### src/rtl/mips_pkg.sv
// Shared MIPS pipeline definitions: field widths, opcode/func values,
// jump-select encodings and the IF/ID register layout.
package mips_pkg;

    localparam int XLEN     = 32;
    localparam int REG_AW   = 5;
    localparam int NUM_REGS = 1 << REG_AW;

    // Word placed in IF/ID on reset and on a squash (sll $0,$0,0).
    localparam logic [XLEN-1:0] NOP_INSTR = 32'h0000_0000;

    localparam logic [5:0] OP_RTYPE = 6'h00;
    localparam logic [5:0] OP_J     = 6'h02;
    localparam logic [5:0] OP_JAL   = 6'h03;
    localparam logic [5:0] OP_BEQ   = 6'h04;
    localparam logic [5:0] OP_BNE   = 6'h05;
    localparam logic [5:0] OP_ADDI  = 6'h08;
    localparam logic [5:0] OP_LW    = 6'h23;
    localparam logic [5:0] OP_SW    = 6'h2B;

    localparam logic [5:0] FN_JR    = 6'h08;
    localparam logic [5:0] FN_ADD   = 6'h20;

    // Controller jump select.
    typedef enum logic [1:0] {
        JMP_NONE = 2'b00,
        JMP_J    = 2'b01,
        JMP_JR   = 2'b10
    } jmp_e;

    // IF/ID pipeline register contents.
    typedef struct packed {
        logic [XLEN-1:0] instr;
        logic [XLEN-1:0] pc4;
    } ifid_t;

    function automatic logic [XLEN-1:0] sign_ext16(input logic [15:0] imm);
        return {{(XLEN-16){imm[15]}}, imm};
    endfunction

endpackage

### src/rtl/reg_file.sv
// 32x32 register file: two combinational read ports with write-through,
// one write port committed at the clock edge, $0 hard-wired to zero.
module reg_file
    import mips_pkg::*;
(
    input  logic              clk,
    input  logic              rst,
    input  logic              we,
    input  logic [REG_AW-1:0] wa,
    input  logic [XLEN-1:0]   wd,
    input  logic [REG_AW-1:0] ra1,
    input  logic [REG_AW-1:0] ra2,
    output logic [XLEN-1:0]   rd1,
    output logic [XLEN-1:0]   rd2
);

    logic [NUM_REGS-1:0][XLEN-1:0] regs_q;

    // Write port; writes to $0 are dropped so entry 0 stays zero.
    always_ff @(posedge clk or negedge rst) begin
        if (!rst) begin
            regs_q <= '0;
        end else if (we && (wa != '0)) begin
            regs_q[wa] <= wd;
        end
    end

    // Read ports bypass the pending write so WB and ID can share a cycle.
    always_comb begin
        rd1 = '0;
        rd2 = '0;
        if (ra1 != '0) rd1 = (we && (wa == ra1)) ? wd : regs_q[ra1];
        if (ra2 != '0) rd2 = (we && (wa == ra2)) ? wd : regs_q[ra2];
    end

endmodule

### src/rtl/id_stage.sv
// MIPS decode stage: IF/ID register, register file, hazard detection and
// early resolution of beq/bne/j/jr back to fetch.
module id_stage
    import mips_pkg::*;
(
    input  logic              clk,
    input  logic              rst,
    input  logic [XLEN-1:0]   if_instr,
    input  logic [XLEN-1:0]   if_pc4,
    input  logic              Branch,
    input  logic              not_equal_Branch,
    input  logic [1:0]        Jmp,
    input  logic              ex_memread,
    input  logic              ex_regwrite,
    input  logic [REG_AW-1:0] ex_dst,
    input  logic              mem_memread,
    input  logic [REG_AW-1:0] mem_dst,
    input  logic              wb_regwrite,
    input  logic [REG_AW-1:0] wb_rd,
    input  logic [XLEN-1:0]   wb_data,
    output logic [5:0]        opcode,
    output logic [5:0]        func,
    output logic [REG_AW-1:0] rs,
    output logic [REG_AW-1:0] rt,
    output logic [REG_AW-1:0] rd,
    output logic [XLEN-1:0]   read_data1_reg,
    output logic [XLEN-1:0]   read_data2_reg,
    output logic [XLEN-1:0]   inst_extended,
    output logic [XLEN-1:0]   shifted_inst_extended,
    output logic [25:0]       Id_instruction,
    output logic [XLEN-1:0]   id_pc4,
    output logic              and_z_b,
    output logic              stall,
    output logic              flush
);

    ifid_t ifid_q, ifid_d;

    logic  is_br, is_jr, load_use, br_stall, equal;

    // IF/ID next state: stall holds, flush squashes, otherwise capture fetch.
    always_comb begin
        ifid_d = ifid_q;
        if (!stall) begin
            if (flush) begin
                ifid_d.instr = NOP_INSTR;
                ifid_d.pc4   = '0;
            end else begin
                ifid_d.instr = if_instr;
                ifid_d.pc4   = if_pc4;
            end
        end
    end

    // IF/ID pipeline register.
    always_ff @(posedge clk or negedge rst) begin
        if (!rst) begin
            ifid_q.instr <= NOP_INSTR;
            ifid_q.pc4   <= '0;
        end else begin
            ifid_q <= ifid_d;
        end
    end

    assign opcode                = ifid_q.instr[31:26];
    assign rs                    = ifid_q.instr[25:21];
    assign rt                    = ifid_q.instr[20:16];
    assign rd                    = ifid_q.instr[15:11];
    assign func                  = ifid_q.instr[5:0];
    assign Id_instruction        = ifid_q.instr[25:0];
    assign id_pc4                = ifid_q.pc4;
    assign inst_extended         = sign_ext16(ifid_q.instr[15:0]);
    assign shifted_inst_extended = {inst_extended[XLEN-3:0], 2'b00};

    reg_file u_reg_file (
        .clk (clk),
        .rst (rst),
        .we  (wb_regwrite),
        .wa  (wb_rd),
        .wd  (wb_data),
        .ra1 (rs),
        .ra2 (rt),
        .rd1 (read_data1_reg),
        .rd2 (read_data2_reg)
    );

    // Hazards: load-use on any source, plus in-flight producers of the
    // operands that branches (rs, rt) and jr (rs only) compare in decode.
    always_comb begin
        is_br    = Branch | not_equal_Branch;
        is_jr    = (Jmp == JMP_JR);
        load_use = ex_memread && (ex_dst != '0) && ((ex_dst == rs) || (ex_dst == rt));
        br_stall = (is_br || is_jr) &&
                   ((ex_regwrite && (ex_dst != '0) &&
                     ((ex_dst == rs) || (is_br && (ex_dst == rt)))) ||
                    (mem_memread && (mem_dst != '0) &&
                     ((mem_dst == rs) || (is_br && (mem_dst == rt)))));
    end

    assign stall = load_use | br_stall;

    // Branch decision is gated by stall so stale operands never redirect.
    assign equal   = (read_data1_reg == read_data2_reg);
    assign and_z_b = ~stall & ((Branch & equal) | (not_equal_Branch & ~equal));
    assign flush   = ~stall & (and_z_b | (Jmp != JMP_NONE));

endmodule

### config.mk
export PLATFORM = sky130hd
export DESIGN_NAME = id_stage
export DESIGN_NICKNAME = d
export VERILOG_FILES = /design/src/rtl/mips_pkg.sv /design/src/rtl/reg_file.sv /design/src/rtl/id_stage.sv
export SDC_FILE = /design/constraint.sdc
export NUM_CORES = 2
export LEC_CHECK = 0
export BUFFER_PORTS_ARGS = -buffer_cell sky130_fd_sc_hd__buf_2
export CAP_MARGIN = 20
export CORE_MARGIN = 2
export CORE_UTILIZATION = 55
export CTS_CLUSTER_DIAMETER = 80
export DETAILED_ROUTE_END_ITERATION = 8
export GPL_TIMING_DRIVEN = 0
export PLACE_DENSITY = 0.76
export SKIP_LAST_GASP = 1
export SLEW_MARGIN = 20
export SYNTH_ARGS = -nofsm -noshare
export SYNTH_HDL_FRONTEND = slang
export SYNTH_HIERARCHICAL = 1
export SYNTH_SLANG_ARGS = --single-unit
export TNS_END_PERCENT = 5
### constraint.sdc
create_clock -name clk -period 3.8 [get_ports clk]
set_input_delay 0.38 -clock clk [delete_from_list [all_inputs] [get_ports clk]]
set_output_delay 0.38 -clock clk [all_outputs]
set_load 0.1 [all_outputs]
==> flow_metrics.tcl <==
set metrics [dict create \
    outcome "finished, violations left" \
    violations "DRC, setup timing" \
    area_growth_pct 22.4 \
    fin_skew_ns 0.0289 \
    yosysMostFrequentCell "dfrtp_1" \
    antenna_found_initial 22 \
    syn_area_per_cell_um2 13.9 \
    die_w_um 332 \
    yosysTopAreaCell "dfrtp_1" \
    synth_edf_count 0 \
    ys_async_sr_fraction_pct 100 \
    synth.top_cell.area_share_pct 45.9 \
    worstSetupStartpointType "register" \
    peakVddDrop_uv 1130 \
    ctsRootBufferMaster "clkbuf_16" \
    die_area_um2 110000 \
    ys_types 60 \
    crit_fanout 10 \
    leakagePower_nw 31.1 \
    rsz0062_at_grt "true" \
    wire_per_inst_um 44.6 \
    io_buffers 329 \
    fmax_mhz 171 \
    cts_inserted_buffers 117 \
    hold_violations 0 \
    grt_usage_pct 51.5 \
    period_needed_ns 5.85 \
    maxSlewViolCount 0 \
    place.gp.congestion 1.09 \
    yosys_register_bits 1088 \
    cp.arrival_ns 5.47 \
    cts.sinks 1088 \
    drive_above_1_share_pct 53.8 \
    timing.final.crit_share_pct 154 \
    core_um2 107000 \
    detail_route.iter0.violations 8358 \
    regToRegSetupSlack_ns -1.40 \
    tightestPinTransition_ns 1.28 \
    setup_ws_ns -2.05 \
    start_util_pct 55.4 \
    worstHoldPathType "input port to register" \
    r2r-start "Id_instruction[23]" \
    hold_start "wb_data[30]" \
    reg2reg_to "id_pc4[16]" \
    power.density_nw_per_um2 796 \
    reg2regPathDepth 21 \
    ys_top_cells_by_count "dfrtp_1, mux2_2, mux4_2" \
    finalSetupViolCount 131 \
    rows 120 \
    end_kind "primary output" \
    insertion_delay_ns 0.75 \
    antenna_left 0 \
    slew_headroom_pct 14.7 \
    wl_um 287000 \
    post-place-ws_ns -3.80 \
    path_clk_slew_ns 0.06 \
    htree_levels 3 \
    hold_depth 2 \
    drtPass1Iterations 9 \
    crit_required_ns 3.42 \
    clk_path_buf_depth 3 \
    finish.utilization_pct 67.8 \
    critPathKind "register to primary output" \
    vias 48057 \
    vias_per_cell 7.47 \
    ioPinCount 337 \
    cap_violations 0 \
    grt_pass1_vias 45846 \
    synth_warnings 6 \
    grt_max_degree 137 \
    cts_tree "built" \
    die_h_um 332 \
    nets 5031 \
    synthCells 4267 \
    p_total_mw 57.8 \
    overflow 0 \
    synthTopCellsByArea "dfrtp_1, mux2_2, mux4_2" \
    hpwl_um 203000 \
    yosysSeqAreaShare_pct 45.9 \
    grt_pass1_wl_um 384000 \
    syn_area_um2 59300 \
    drcViolationCount 1 \
    holdPathEnd "u_reg_file/regs_q[1022]" \
    synth_flop_cell "dfrtp_1" \
]
## flip-flops by register name, indices dropped and copies added (netlist names)
register	count
Id_instruction	26
id_pc4	32
opcode	6
u_reg_file/regs_q	1024
## where the power goes
part / internal, mW / switching, mW
clock network: 7.16 / 5.13
logic: 10.2 / 19.5
registers: 13.9 / 1.95
total: 31.2 / 26.5
## how the worst max path moves through the flow
| stage | start | endpoint | slack [ns] | cells after the start |
|---|---|---|---|---|
| 2_1_floorplan | Id_instruction[21] | flush | -0.93 | 15 |
| 3_3_place_gp | rst | Id_instruction[16] | -25.70 | 1 |
| 3_5_place_dp | Id_instruction[23] | flush | -3.80 | 16 |
| 4_1_cts | Id_instruction[22] | flush | -1.86 | 17 |
| 5_1_grt | Id_instruction[17] | flush | -1.97 | 18 |
| 6_report | Id_instruction[23] | flush | -2.05 | 18 |
## per-stage QoR
stage	instance area, µm²	TNS [ns]	hold slack, ns	instances
6_report	72600	-118.06	0.0685	6430
2_1_floorplan	59600	-28.18	0.0844	4268
3_3_place_gp	63000	-	0.451	6000
4_1_cts	71700	-107.14	0.0335	6374
5_1_grt	72500	-113.02	0.0493	6417
3_5_place_dp	63600	-271.99	0.267	6021
## placed cells by master (no fill, tap or decap), drive strengths merged, types with 29 or more instances in the layout
| cell | n |
|---|---|
| clkbuf | 405 |
| mux2i | 206 |
| nor2b | 53 |
| clkinv | 30 |
| mux4 | 417 |
| o21ai | 97 |
| a221oi | 39 |
| mux2 | 1014 |
| dfrtp | 1088 |
| dlygate4sd3 | 65 |
| nor2 | 83 |
| a21oi | 89 |
| inv | 71 |
| o31ai | 65 |
| a211oi | 50 |
| buf | 773 |
| nand2 | 58 |
| a22oi | 86 |
| nor3 | 29 |
| xnor2 | 46 |
## critical path: stages (launching register included)
cell and delay [ns]:
dfrtp_4 0.45, buf_8 0.19, buf_8 0.22, buf_8 0.29
buf_12 0.27, mux4_2 0.32, mux2i_1 0.47, a21oi_1 0.16
a22oi_1 0.20, nand2_2 0.16, xnor2_2 0.32, nand4_1 0.16
nor4_2 0.31, nand2_2 0.10, buf_12 0.16, mux2i_4 0.34
buf_8 0.17, nor2b_4 0.16, buf_12 0.18
## metal layers
| metal | vias up | track usage [%] | routed length, µm |
|---|---|---|---|
| met5 | - | 1.13 | 330 |
| met4 | 20 | 39.0 | 26700 |
| met3 | 1171 | 28.1 | 48700 |
| met2 | 4590 | 68.3 | 114000 |
| met1 | 24813 | 62.4 | 96900 |
| li1 | 17463 | - | - |
## layout make-up
type                            count  area (µm²)
Tap cell                         1403        1760
Clock inverter                     46         596
Timing Repair Buffer              526        3920
Antenna cell                       14        35.0
Buffer                            541        4590
Fill cell                        7605       34500
Multi-Input combinational cell   2566       30600
Inverter                           70         275
Sequential cell                  1088       27300
Clock buffer                      176        3530
## what timing repair did
item | 4_1_cts | 5_1_grt
endpoints found under the setup margin | 130 | 131
pin swaps | 40 | 32
hold buffers | 65 | 0
endpoints found under the hold margin | 296 | 0
setup buffers | 68 | 42
gates resized for setup | 609 | 97
gates cloned | 1 | 3
## kinds of logic after synthesis
logic type / count (synthesis) / share of synthesized area [%]
buf+inv: 614 / 5.33
compound gates: 558 / 6.60
mux: 1637 / 38.6
flops: 1088 / 45.9
other cells: 1 / 0.00633
xor+xnor: 62 / 0.916
simple gates: 307 / 2.64
No activity file was read; power rests on OpenSTA's default activity.
